$ cat config.mk
export PLATFORM = sky130hd
export DESIGN_NAME = mips_instr_encoder
export DESIGN_NICKNAME = d
export VERILOG_FILES = /design/src/rtl/mips_instr_encoder.sv
export SDC_FILE = /design/constraint.sdc
export NUM_CORES = 1
export LEC_CHECK = 0
export CORE_MARGIN = 2
export CORE_UTILIZATION = 51
export CTS_BUF_LIST = sky130_fd_sc_hd__clkbuf_4
export CTS_CLUSTER_SIZE = 14
export DETAILED_ROUTE_END_ITERATION = 7
export GPL_ROUTABILITY_DRIVEN = 0
export HOLD_SLACK_MARGIN = 0.1
export PLACE_DENSITY = 0.91
export SYNTH_ARGS = -nofsm -noshare
export SYNTH_HDL_FRONTEND = slang
export SYNTH_SLANG_ARGS = --single-unit
$ cat constraint.sdc
create_clock -name clk -period 2.1 [get_ports clk]
set_clock_uncertainty 0.1 [all_clocks]
set_input_delay 0.42 -clock clk [delete_from_list [all_inputs] [get_ports clk]]
set_output_delay 0.42 -clock clk [all_outputs]
set_load 0.01 [all_outputs]
$ cat src/rtl/mips_instr_encoder.sv
// Symbolic MIPS instruction -> 32-bit word, written to imem at an auto-incrementing pointer.
// Accept -> ENC -> WR (imem_we) -> IDLE: one word per 3 cycles; in_ready low outside IDLE and sticky-low once full.
module mips_instr_encoder #(
    parameter int ADDR_WIDTH = 8
) (
    input  logic                  clk,
    input  logic                  reset,
    input  logic                  restart,
    input  logic                  in_valid,
    output logic                  in_ready,
    input  logic [4:0]            mnem,
    input  logic [4:0]            rs,
    input  logic [4:0]            rt,
    input  logic [4:0]            rd,
    input  logic [4:0]            shamt,
    input  logic [15:0]           imm,
    input  logic [25:0]           target,
    output logic                  imem_we,
    output logic [ADDR_WIDTH-1:0] imem_addr,
    output logic [31:0]           imem_wdata,
    output logic [ADDR_WIDTH:0]   count,
    output logic                  full,
    output logic                  err
);

    typedef enum logic [1:0] {IDLE, ENC, WR, FULL} state_t;

    typedef enum logic [4:0] {
        M_ADD, M_ADDU, M_SUB, M_SUBU, M_AND, M_OR, M_NOR, M_SLL, M_SRL, M_SRA,
        M_SLT, M_JR, M_ANDI, M_ORI, M_SLTI, M_ADDI, M_ADDIU, M_BEQ, M_BNE,
        M_BGTZ, M_BGEZ, M_LW, M_SW, M_LUI, M_J, M_JAL
    } mnem_t;

    typedef struct packed {
        logic [4:0]  mnem;
        logic [4:0]  rs;
        logic [4:0]  rt;
        logic [4:0]  rd;
        logic [4:0]  shamt;
        logic [15:0] imm;
        logic [25:0] target;
    } instr_t;

    state_t                state_q, state_d;
    instr_t                instr_q, instr_d;
    logic [31:0]           wdata_q, wdata_d;
    logic [ADDR_WIDTH-1:0] ptr_q, ptr_d;
    logic [ADDR_WIDTH:0]   count_q, count_d;
    logic                  full_q, full_d;
    logic                  err_q, err_d;

    logic [31:0]           enc_word;
    logic                  enc_legal;

    // Fields a format does not use are forced to zero regardless of their input values.
    always_comb begin
        enc_word  = '0;
        enc_legal = 1'b1;
        case (instr_q.mnem)
            M_ADD:   enc_word = {6'h00, instr_q.rs, instr_q.rt, instr_q.rd, 5'd0, 6'h20};
            M_ADDU:  enc_word = {6'h00, instr_q.rs, instr_q.rt, instr_q.rd, 5'd0, 6'h21};
            M_SUB:   enc_word = {6'h00, instr_q.rs, instr_q.rt, instr_q.rd, 5'd0, 6'h22};
            M_SUBU:  enc_word = {6'h00, instr_q.rs, instr_q.rt, instr_q.rd, 5'd0, 6'h23};
            M_AND:   enc_word = {6'h00, instr_q.rs, instr_q.rt, instr_q.rd, 5'd0, 6'h24};
            M_OR:    enc_word = {6'h00, instr_q.rs, instr_q.rt, instr_q.rd, 5'd0, 6'h25};
            M_NOR:   enc_word = {6'h00, instr_q.rs, instr_q.rt, instr_q.rd, 5'd0, 6'h27};
            M_SLT:   enc_word = {6'h00, instr_q.rs, instr_q.rt, instr_q.rd, 5'd0, 6'h2A};
            M_SLL:   enc_word = {6'h00, 5'd0, instr_q.rt, instr_q.rd, instr_q.shamt, 6'h00};
            M_SRL:   enc_word = {6'h00, 5'd0, instr_q.rt, instr_q.rd, instr_q.shamt, 6'h02};
            M_SRA:   enc_word = {6'h00, 5'd0, instr_q.rt, instr_q.rd, instr_q.shamt, 6'h03};
            M_JR:    enc_word = {6'h00, instr_q.rs, 15'd0, 6'h08};
            M_ANDI:  enc_word = {6'h0C, instr_q.rs, instr_q.rt, instr_q.imm};
            M_ORI:   enc_word = {6'h0D, instr_q.rs, instr_q.rt, instr_q.imm};
            M_SLTI:  enc_word = {6'h0A, instr_q.rs, instr_q.rt, instr_q.imm};
            M_ADDI:  enc_word = {6'h08, instr_q.rs, instr_q.rt, instr_q.imm};
            M_ADDIU: enc_word = {6'h09, instr_q.rs, instr_q.rt, instr_q.imm};
            M_BEQ:   enc_word = {6'h04, instr_q.rs, instr_q.rt, instr_q.imm};
            M_BNE:   enc_word = {6'h05, instr_q.rs, instr_q.rt, instr_q.imm};
            M_LW:    enc_word = {6'h23, instr_q.rs, instr_q.rt, instr_q.imm};
            M_SW:    enc_word = {6'h2B, instr_q.rs, instr_q.rt, instr_q.imm};
            M_BGTZ:  enc_word = {6'h07, instr_q.rs, 5'd0, instr_q.imm};
            M_BGEZ:  enc_word = {6'h01, instr_q.rs, 5'd1, instr_q.imm};
            M_LUI:   enc_word = {6'h0F, 5'd0, instr_q.rt, instr_q.imm};
            M_J:     enc_word = {6'h02, instr_q.target};
            M_JAL:   enc_word = {6'h03, instr_q.target};
            default: enc_legal = 1'b0;
        endcase
    end

    always_comb begin
        state_d = state_q;
        instr_d = instr_q;
        wdata_d = wdata_q;
        ptr_d   = ptr_q;
        count_d = count_q;
        full_d  = full_q;
        err_d   = err_q;
        case (state_q)
            IDLE: begin
                if (in_valid) begin
                    instr_d = '{mnem: mnem, rs: rs, rt: rt, rd: rd, shamt: shamt,
                                imm: imm, target: target};
                    state_d = ENC;
                end
            end
            ENC: begin
                if (enc_legal) begin
                    wdata_d = enc_word;
                    state_d = WR;
                end else begin
                    err_d   = 1'b1;
                    state_d = IDLE;
                end
            end
            WR: begin
                ptr_d   = ptr_q + ADDR_WIDTH'(1);
                count_d = count_q + (ADDR_WIDTH + 1)'(1);
                if (&ptr_q) begin
                    full_d  = 1'b1;
                    state_d = FULL;
                end else begin
                    state_d = IDLE;
                end
            end
            FULL: state_d = FULL;
            default: state_d = IDLE;
        endcase
        // Rewind wins over accept; a word still in ENC is dropped, a WR strobe already out stands.
        if (restart) begin
            state_d = IDLE;
            instr_d = instr_q;
            wdata_d = wdata_q;
            ptr_d   = '0;
            count_d = '0;
            full_d  = 1'b0;
            err_d   = 1'b0;
        end
    end

    always_ff @(posedge clk) begin
        if (reset) begin
            state_q <= IDLE;
            instr_q <= '0;
            wdata_q <= '0;
            ptr_q   <= '0;
            count_q <= '0;
            full_q  <= 1'b0;
            err_q   <= 1'b0;
        end else begin
            state_q <= state_d;
            instr_q <= instr_d;
            wdata_q <= wdata_d;
            ptr_q   <= ptr_d;
            count_q <= count_d;
            full_q  <= full_d;
            err_q   <= err_d;
        end
    end

    assign in_ready   = (state_q == IDLE);
    assign imem_we    = (state_q == WR);
    assign imem_addr  = ptr_q;
    assign imem_wdata = wdata_q;
    assign count      = count_q;
    assign full       = full_q;
    assign err        = err_q;

endmodule

# ---- Word-level counts from Yosys, hierarchy flattened
# Index checks and enable logic that the tools add are counted.
dict set report totals {
  register_bits 120
  in_bits 71
  output_inout_bits 53
  wordCells 61
}
dict set report op_classes {
  add_sub_neg 2
  eq_ne 29
  n_mux 6
  bitwise 2
  reduce_logical 9
}
# op count
set ops {}
lappend ops {{32-bit one-hot mux with 26 select lines} 1}
lappend ops {{5-bit == test, second input constant} 10}
lappend ops {{5-bit by 4-bit == test with 1-bit output, second input constant} 8}
lappend ops {{26-bit OR reduction} 1}
lappend ops {{5-bit by 3-bit == test with 1-bit output, second input constant} 4}
lappend ops {{5-bit by 2-bit == test with 1-bit output, second input constant} 2}
lappend ops {{9-bit by 1-bit adder with 9-bit output, second input constant} 1}
lappend ops {{9-bit AND reduction} 1}
lappend ops {{8-bit by 1-bit adder with 8-bit output, second input constant} 1}
lappend ops {{2-bit one-hot mux with 4 select lines} 1}
lappend ops {{8-bit AND reduction} 1}
lappend ops {{2-bit 2-to-1 mux} 3}
lappend ops {{3-bit AND reduction} 2}
lappend ops {{5-bit by 1-bit == test with 1-bit output, second input constant} 1}
lappend ops {{5-bit logical NOT} 1}
lappend ops {{2-bit == test, second input constant} 2}
lappend ops {{2-bit by 1-bit == test with 1-bit output, second input constant} 1}
lappend ops {{2-bit logical NOT} 1}
lappend ops {{2-bit != test, second input constant} 1}
lappend ops {{1-bit NOT} 2}
lappend ops {{2-bit AND reduction} 1}
lappend ops {{2-bit OR reduction} 1}
lappend ops {{1-bit 2-to-1 mux} 1}

# ---- Longest topological paths before layout
dict set report depth {
  ltp_word 5
  mapped_depth 7
  mapped_depth_nobuf 5
}

# ---- Worst setup path before layout
# No wires, ideal clock.
dict set report synth_path {
  kind {input to register}
  start {input port in_valid}
  end {register instr_q[66] (netlist bit)}
  setup_ns 0.132
  t_arrival_ns 1.479
  required_time_ns 1.868
  setup_slack_ns 0.389
  cell_stages 7
  path_buffers 3
  cell_sequence {or3b_1 or2_1 clkbuf_1 buf_6 buf_6 nand2_1 a21oi_1}
}
dict set report synth_via {
  elab_chain_len 1
}
# element line_no
set synth_lines {}
lappend synth_lines {{start: declaration} 9} ;# input logic in_valid,
lappend synth_lines {{3-bit AND reduction (no source line)} --}
lappend synth_lines {{end signal: assignment} 151} ;# instr_q <= instr_d;
lappend synth_lines {{end: declaration} 45} ;# instr_t instr_q, instr_d;
# Every way passes these cells.
# A chain may end at the register's enable or synchronous reset.

# ---- Worst setup path after layout
dict set report layout_path {
  start {register ptr_q[2], in the netlist imem_addr[2]}
  end {output port imem_addr[2]}
}
# element line_no
set layout_lines {}
lappend layout_lines {{start: declaration} 47} ;# logic [ADDR_WIDTH-1:0] ptr_q, ptr_d;
lappend layout_lines {{start signal: assignment} 153} ;# ptr_q <= ptr_d;
lappend layout_lines {{end: declaration} 19} ;# output logic [ADDR_WIDTH-1:0] imem_addr,
# No word-level cell between the ends.

==> impl_results.md <==
* DRC Markers at 0
* Pwr/cell area at 690 mW/mm2
* Status: completed
* Iteration-0 DRC Markers at about 370
* Synth Area per Inst at 8.15 um2
* First-pass GRT wire length at 21700 um
* Core Util, Final at 70.6%
* Core Area at 0.00928 mm2
* Largest net degree at the start of global routing at 68
* Seq/Total Area, Yosys at 48.5%
* Crit path launch type: register
* Total clock sinks at 119
* H-tree depth at 4
* DIE WIDTH at 102 um
* Post-synth EDFFs at 0
* DIE AREA at 0.0104 mm2
* Static leakage at 2.33 nW
* Total track usage at a little over a quarter
* Yosys warning count at 0
* Filler cells at between 600 and 700
* Die H at 102 um
* #FFs+latches synth at 119
* Fin worst setup slack at 0.0948 ns
* Crit path max-delay family: buffers and inverters
* Post-synthesis cell type count at 51
* Clock slew at reported path FFs at 0.11 ns
* Max Slew Vio Count at 0
* Synth-to-Final Area Change at 33.5%
* Worst Path Buf+Inv at 1
* Min-Delay Path Class: in2reg
* CTS buffer count at 17
* TNS Setup at 0 ns
* Max-capacitance violation count at 0
* Layout cells sized above 1 at 9.47%
* # setup viols final at 0
* Syn Inst Count at 602
* Hpwl dp at around 9600 um
* Max Freq at 0.499 GHz
* Antenna violations before repair at 0
* Setup CP Type: reg2out
* Core Rows at 35
* Setup Fix Bufs, Post-CTS at 0
* Place WS at -0.121 ns
* Slew headroom at 63.4%
* Hold_buf cts at 0
* Slowest-stage cell, CP: clkdlybuf4s50_1
* DRT Pass-1 Iters at 5
* DR WL/cell at 15.8 um
* Syn_nets at 675
* Final hold vios at 0
* Worst skew pair latency at 0.51 ns
* Worst path cell trace: clkdlybuf4s50_1
* Max Root-Sink Buffers at 2
* RSZ-0062 raised after global routing: no
* Req. time, crit path at 1.58 ns
* CTS Root Cell: clkbuf_4
* Ys async rst share at 0%
* Grt total ovfl at 0
* Avg Vias per Cell at 5.68
* Post-layout min period at 2.01 ns
* Period Utilization, post-route at 95.5%
* CTS tree: built
* Via count at 4874
* Worst-Margin Slew at around 0.55 ns
* Main flop type after synthesis: dfxtp_1
* Routed wire length at 13500 um
* Final ANT Viol Nets at 0
* Synth Cell Area at 0.00491 mm2
* Input/output buffers at 122
* CP arrival at approximately 1.5 ns
* Final net count at 789
* Ports at 124
* Endpoint class of the critical path: primary output
* Max rail drop VDD at 0.410 mV
* CP Max Fanout at 9
* Vias in the first global route at 4658
* Sequential Area at roughly 0.0024 mm2
* Multi-input logic area at ~0.0022 mm2
* Slowest stage delay, CP at approximately 0.57 ns
* ANT cells at 0
* Initial core utilization at 52.9%
-- report_power, final --
group	leakage [nW]	switching [mW]	internal, mW
combinational	1.21	0.258	0.262
clock	0.143	0.866	0.742
sequential	0.971	0.0555	2.34
-- final cells by class --
class                   count  area share, %
multi-input cells         428           34.3
well taps                 129           2.46
inverters                   5          0.286
clock inverters            12           1.99
flip-flops and latches    119           36.5
repair buffers            145           22.2
clock buffers              20           2.29
-- metrics by stage --
| step | instances | cell area (um2) | hold slack [ns] | power [mW] |
|---|---|---|---|---|
| final | 858 | 6550 | 0.227 | 4.52 |
| after global routing | 858 | 6550 | 0.185 | 4.68 |
| after CTS | 858 | 6540 | 0.201 | 4.52 |
| after detailed placement | 826 | 6260 | 0.348 | 2.96 |
| after global placement | 826 | 6260 | 0.342 | 2.93 |
| after floorplan | 602 | 4910 | 0.336 | 2.69 |
-- timing repair --
| action | in CTS | in global routing |
|---|---|---|
| setup endpoints to repair | 2 | 13 |
| resized for setup | 3 | 7 |
| endpoints found under the hold margin | 0 | 0 |
-- cell families (layout without fill, tap and decap cells) --
| logic type | Yosys count | in the layout | synth area share, % |
|---|---|---|---|
| multiplexers | 2 | 2 | 0.408 |
| flip-flops | 119 | 119 | 48.5 |
| XOR/XNOR | 16 | 16 | 2.86 |
| AND/OR/NAND/NOR | 267 | 267 | 23.5 |
| adder cells (fa/ha/maj) | 3 | 3 | 0.714 |
| AO/OA/AOI/OAI | 139 | 139 | 18.0 |
| other | 1 | 1 | 0.0764 |
| buffers and inverters | 55 | 182 | 5.99 |
-- flip-flops by register name, indices dropped and copies added, names as in the netlist --
register and cells:
full 1, err 1, count 9, imem_wdata 31, imem_addr 8, state_q 2, instr_q 67
-- layer usage --
metal  vias up  track usage, %  share of wire [%]
met5         -               0                  0
met2       290            43.4                 48
met4         0            15.4                3.9
li1       2303               -                  -
met1      2236            33.1                 40
met3        45            5.40                7.7
-- final timing paths --
kind | startpoint | end | slack (ns) | depth (start not counted)
max | imem_addr[2] | imem_addr[2] | 0.09 | 1
min | reset | instr_q[16] | 0.23 | 2
max reg2reg | instr_q[63] | imem_wdata[11] | 0.11 | 6
min reg2reg | instr_q[2] | instr_q[2] | 0.36 | 2
-- cell usage after synthesis, types with 4 or more instances --
master	n	area share, %
a211oi_1	16	2.4
buf_6	6	1.4
xor2_1	12	2.1
dfxtp_1	119	49
a21oi_1	75	7.6
a221oi_1	24	4.3
nor3_1	15	1.5
nor2_1	54	4.1
inv_1	5	0.38
clkbuf_1	22	1.7
buf_2	13	1.3
nand2_1	161	12
nand3b_1	4	0.61
nand4_1	7	0.89
xnor2_1	4	0.71
o21ai_0	6	0.61
buf_4	7	1.1
-- cell usage in the layout (no fill, tap or decap), drive strengths merged, types with 12 or more instances in the layout --
cell / netlist / final
nor3: 16 / 16
a21oi: 75 / 75
dfxtp: 119 / 119
nand2: 161 / 161
a221oi: 24 / 24
buf: 28 / 24
xor2: 12 / 12
a211oi: 16 / 16
clkbuf: 22 / 20
clkdlybuf4s50: 0 / 119
nor2: 55 / 55
Power figures use the tool's default switching activity.
